**src/rtl/bcd_down_ct_pkg.sv**
```systemverilog
// Shared constants and helpers for the BCD down counter and its digit slices.
package bcd_down_ct_pkg;

    localparam int              BCD_W   = 4;
    localparam logic [BCD_W-1:0] BCD_MAX = 4'd9;

    // Non-decimal nibbles are forced to 9 so a digit can never hold 10..15.
    function automatic logic [BCD_W-1:0] bcd_clamp(input logic [BCD_W-1:0] d);
        return (d > BCD_MAX) ? BCD_MAX : d;
    endfunction

endpackage

```
**src/rtl/bcd_down_ct_digit.sv**
```systemverilog
// One BCD decade of the down counter: clamped load, decrement with 0 -> 9 wrap,
// and a ripple borrow to the next more significant digit.
module bcd_down_digit
    import bcd_down_ct_pkg::*;
(
    input  logic             clk,
    input  logic             reset,
    input  logic             load,
    input  logic [BCD_W-1:0] load_digit,
    input  logic             borrow_in,
    output logic [BCD_W-1:0] digit,
    output logic             borrow_out
);

    logic [BCD_W-1:0] digit_d;
    logic [BCD_W-1:0] digit_q;

    always_comb begin
        // NOTE: default first, so every path assigns digit_d and no latch is inferred.
        digit_d = digit_q;
        if (load) begin
            digit_d = bcd_clamp(load_digit);
        end else if (borrow_in) begin
            digit_d = (digit_q == '0) ? BCD_MAX : digit_q - 1'b1;
        end
    end

    // NOTE: state is updated with non-blocking assignments only.
    always_ff @(posedge clk or posedge reset) begin
        if (reset) begin
            digit_q <= '0;
        end else begin
            digit_q <= digit_d;
        end
    end

    assign digit      = digit_q;
    assign borrow_out = borrow_in && (digit_q == '0);

endmodule

```
**src/rtl/bcd_down_ct.sv**
```systemverilog
// Loadable multi-digit BCD down counter with a zero flag and a registered
// one-cycle borrow pulse when the count wraps from all-zero to all-nines.
module bcd_down_ct
    import bcd_down_ct_pkg::*;
#(
    parameter int DIGITS = 2,
    parameter int WRAP   = 1
) (
    input  logic                    clk,
    input  logic                    reset,
    input  logic                    load,
    input  logic [BCD_W*DIGITS-1:0] load_val,
    input  logic                    en,
    output logic [BCD_W*DIGITS-1:0] q,
    output logic                    zero,
    output logic                    borrow
);

    logic [DIGITS:0] borrow_chain;
    logic            borrow_d;
    logic            borrow_q;

    // In saturate mode an all-zero count must not start a ripple, or every digit would flip to 9.
    assign borrow_chain[0] = en && !load && ((WRAP != 0) || !zero);

    for (genvar i = 0; i < DIGITS; i++) begin : g_digit
        bcd_down_digit u_digit (
            .clk        (clk),
            .reset      (reset),
            .load       (load),
            .load_digit (load_val[i*BCD_W +: BCD_W]),
            .borrow_in  (borrow_chain[i]),
            .digit      (q[i*BCD_W +: BCD_W]),
            .borrow_out (borrow_chain[i+1])
        );
    end

    assign zero = (q == '0);

    always_comb begin
        borrow_d = (WRAP != 0) && borrow_chain[DIGITS];
    end

    always_ff @(posedge clk or posedge reset) begin
        if (reset) begin
            borrow_q <= 1'b0;
        end else begin
            borrow_q <= borrow_d;
        end
    end

    assign borrow = borrow_q;

endmodule

```
**config.mk**
```make
export PLATFORM = sky130hd
export DESIGN_NAME = bcd_down_ct
export DESIGN_NICKNAME = d
export VERILOG_FILES = /design/src/rtl/bcd_down_ct_pkg.sv /design/src/rtl/bcd_down_ct_digit.sv /design/src/rtl/bcd_down_ct.sv
export SDC_FILE = /design/constraint.sdc
export NUM_CORES = 1
export LEC_CHECK = 0
export CORE_MARGIN = 2
export CORE_UTILIZATION = 34
export CTS_BUF_LIST = sky130_fd_sc_hd__clkbuf_16
export DETAILED_ROUTE_END_ITERATION = 16
export GPL_ROUTABILITY_DRIVEN = 0
export PLACE_DENSITY = 0.7
export REMOVE_ABC_BUFFERS = 1
export SLEW_MARGIN = 25
export SYNTH_ARGS = -nofsm -noshare
export SYNTH_HDL_FRONTEND = slang
export SYNTH_SLANG_ARGS = --single-unit
export TNS_END_PERCENT = 50
```
**constraint.sdc**
```tcl
create_clock -name clk -period 1.4 [get_ports clk]
set_clock_uncertainty 0.15 [all_clocks]
set_input_delay 0.14 -clock clk [delete_from_list [all_inputs] [get_ports clk]]
set_output_delay 0.14 -clock clk [all_outputs]
set_load 0.1 [all_outputs]
```
; ---- After elaboration in Yosys (flattened, before gate mapping)
; Cells that the tools add are included.
[totals]
inputBits = 12
output_inout_bits = 10
register_bits = 9
wordCells = 24
[op_classes]
addsub = 2
order_cmp = 2
n_reduce_logical = 9
n_mux = 8
[op_table]
columns = operator, count
row1 = $mux 4, 8
row2 = $gt 4x4->1 const B, 2
row3 = $logic_not 4->1, 2
row4 = $logic_not 8->1, 1
row5 = $sub 4x1->4 const B, 2
row6 = $reduce_bool 2->1, 2
row7 = $logic_and 1x1->1, 3
row8 = $logic_not 1->1, 1

; ---- Longest topological paths before layout
[depth]
depth_word = 5
mapped_depth = 4
depth_no_buf = 3

; ---- Cells and area by module
; Synthesis repeated with hierarchy kept, for this count alone.
[hier_totals]
cells_unflattened = 56
hier_area_um2 = 556.8
[by_module_without_submodules]
columns = mod, cells_each, area_each_um2, n_inst, seq_area_each_um2
row1 = bcd_down_digit, 25, 251.5, 2, 100.1
row2 = bcd_down_ct, 6, 53.8, 1, 25.0

; ---- Worst setup path before layout
; Ideal clock, no wire load.
[synth_timing]
path_type = flip-flop to output port
start = register g_digit[0].u_digit.digit_q[3]
end = output port zero
n_path_buf = 0
arrival_time_ps = 4252
stages_incl_launch_ff = 3
t_required_ps = 1110
setup_slack_ps = -3142
path_cell_list = dfrtp_1 > or3_1 > nor4_1
[synth_via]
elab_chain_len = 1
[synth_rtl]
columns = element, line_no
row1 = "start, declared", bcd_down_ct_digit.sv:16  ; logic [BCD_W-1:0] digit_q;
row2 = "start signal, assigned", bcd_down_ct_digit.sv:33  ; digit_q <= digit_d;
row3 = $logic_not 8->1, bcd_down_ct.sv:38  ; assign zero = (q == '0);
row4 = "end, declared", bcd_down_ct.sv:15  ; output logic zero,
; Every way passes these cells.

; ---- Worst setup path after layout
[layout_timing]
start = register g_digit[0].u_digit.digit_q[2]
end = output port zero
; Same word-level chain as after synthesis.

==> flow_summary.yaml <==
synthesis:
  synth_common_cells: "9 x dfrtp_1, 6 x o21ai_0, 4 x nor2_1"
  mappedNetlistArea_um2: 539
  synth_xor_area_share_pct: 3.25
  synth_top_area_share_pct: 41.8
  synthAdderAreaFrac_pct: 0
  ys_ff_latch: 9
  async_reset_ff_share_pct: 100
  synth_top_family_by_area: "simple AND/OR/NAND/NOR gates"
  synth-edff-count: 0
  synthMuxAreaShare_pct: 0
  yosys.area.top_type: "dfrtp_1"
  synthSimpleGateAreaFrac_pct: 29.9
  yosysMostFrequentCell: "dfrtp_1"
  yosys_warnings: 0
  synth_area_leaders: "dfrtp_1 42%, o21ai_0 5.6%, nand3b_1 4.2%, nor4_4 3.9%, nand2b_1 3.5%"
  ys_types: 28
  synth_top_flop_cell: "dfrtp_1"
  synthCells: 57
  synth_compound_area_share_pct: 22.0
  yosysSeqAreaShare_pct: 41.8
  syn_area_per_cell_um2: 9.46
min_path:
  hp-class: "in -> async"
clocking:
  clkTransAtPathRegs_ns: 0.04
  cts_root_buffer: "clkbuf_16"
  clk_latency_ns: 0.24
  cts.sinks: 9
  cts_tree: "done"
  cts_buffers: 3
  htree_levels: 1
  clock_path_buffers: 2
setup_path:
  worstPathArrival_ns: 1.61
  timing.rr.start: "g_digit[0].u_digit.digit[0]"
  critPathLaunch: "g_digit[0].u_digit.digit[2]"
  rr_worst_depth: 3
  crit_type: "reg -> out"
  path_cells: "or3_4 -> nor4_4 -> buf_4 -> buf_12"
  reg2reg_to: "g_digit[1].u_digit.digit[3]"
  worst_ep_required_time_ns: 1.11
  crit_slowest_cell: "or3_4"
  path_max_fanout: 2
  slowest_delay_ns: 0.41
  cp-endpoint: "zero"
  ff2ff_setup_slack_ns: -0.15
  critPathLaunchType: "flip-flop"
  endpoint_kind: "primary output"
power_and_ir_drop:
  total_power_mw: 1.45
  p_leak_nw: 0.479
  ir_drop_v: 0.000871
  power_density_nw_per_um2: 1270
timing:
  min_period_ns: 1.90
  max_freq_mhz: 527
  finalSetupViolCount: 9
  maxSlewHeadroom_pct: 76.2
  final_hold_viol_count: 0
  timing.final.crit_share_pct: 135
  finalWorstSetupSlack_ns: -0.497
  slew_viol_final: 0
  whs_ns: 0.0326
  rsz0062_at_grt: "true"
  worst_pin_slew_ns: 0.356
layout:
  seqCellArea_um2: 228
  drive_above_1_share_pct: 43.3
  fillCellCount: 88
  area_growth_pct: 112
  fin_nets: 110
  insertedDiodeCount: 0
  fin_area_um2: 1140
  multi_input_area_um2: 370
status:
  violations: "setup timing"
  status: "complete, but fails checks"
floorplanning:
  initial_core_util_pct: 36.2
  dieArea_um2: 1920
  core_region_area_um2: 1490
  num_rows: 14
  io_pins: 22
  die_y_um: 43.8
  die_w_um: 43.8
job:
  drv_cap: 0
route:
  route.detailed.drc: 0
  vias: 611
  dr.pass1.iters: 2
  wl_per_cell_um: 16.0
  via_per_inst: 5.41
  wirelength_um: 1810
  antenna_left: 0
  drtIter0Drc: 8
global_routing:
  grt_pass1_vias: 660
  antenna_found_initial: 0
  gr-usage-all-layers_pct: 22.3
  grt_pass1_wl_um: 3000
  grt_start_max_net_pins: 10
  grt_overflow: 0
placed_design:
  portBuffers: 21
  place_area_um2: 988
  post-dp-hpwl_um: 1190
  pre_cts_slack_ns: -0.411
==> final cells by class <==
class / count / share of cell area (%)
Clock buffer: 3 / 6.58
Timing Repair Buffer: 38 / 38.3
Sequential cell: 9 / 20.0
Inverter: 2 / 0.658
Clock inverter: 1 / 0.329
Multi-Input combinational cell: 44 / 32.5
Tap cell: 16 / 1.75
==> metrics by stage <==
stage / setup TNS, ns / utilization (%) / instances
2_1_floorplan: -7.22 / - / 55
4_1_cts: -0.919 / 75.5 / 114
6_report: -0.920 / 76.6 / 113
3_3_place_gp: -2.25 / 66.4 / 109
3_5_place_dp: -2.54 / 66.4 / 109
5_1_grt: -1.28 / 76.6 / 113
==> worst min-delay path by stage <==
stage	from	to
global route	reset	borrow
CTS	reset	borrow
global placement	reset	g_digit[0].u_digit.digit[1]
detailed placement	reset	borrow
finish	reset	g_digit[1].u_digit.digit[3]
floorplan	reset	borrow
==> cells in the final DEF, fill, tap and decap left out, drive strengths merged <==
cell type	n
buf	27
clkdlybuf4s50	10
dfrtp	9
o21ai	6
nor2	4
inv	3
nand3b	3
nand2b	3
nand2	3
clkbuf	3
or3	3
a22oi	2
nor4	2
a21oi	2
xnor2	2
nor3b	2
or3b	1
nor3	1
o2111ai	1
o311ai	1
o31ai	1
a31oi	1
nor4b	1
o21a	1
or2b	1
a2bb2oi	1
a21boi	1
o31a	1
dlygate4sd2	1
==> sequential cells by signal, indices dropped and copies added, names as in the netlist <==
name,count
borrow,1
g_digit.u_digit.digit,8
==> logic make-up after synthesis <==
kind of cell           count (synthesis)
AND/OR/NAND/NOR                       24
XOR/XNOR                               2
buffers and inverters                  4
flip-flops                             9
AO/OA/AOI/OAI                         18
==> critical path, delay by kind of cell (launching register included) <==
kind	cells	cell delay, ns
and+or+nand+nor	2	0.68
DFF	1	0.36
buffers and inverters	2	0.32
==> metal layers <==
layer	global-route usage (%)	wire length (um)	up-vias
met1	23.5	759	293
met3	6.25	68	7
li1	-	-	291
met2	38.2	924	20
met4	14.5	56	0
met5	0	0	-
==> repair_timing <==
item,in CTS,in global routing
resized for setup,12,6
buffers inserted,1,0
setup endpoints to repair,8,9
pin swaps,6,1
endpoints found under the hold margin,0,0
hold buffers,0,0
==> power by group <==
| part | switching (mW) | leakage (nW) | internal [mW] |
|---|---|---|---|
| clock | 0.132 | 0.0423 | 0.374 |
| combinational | 0.372 | 0.329 | 0.260 |
| sequential | 0.0260 | 0.107 | 0.290 |
Note: power is estimated with default switching activity, not from simulation.
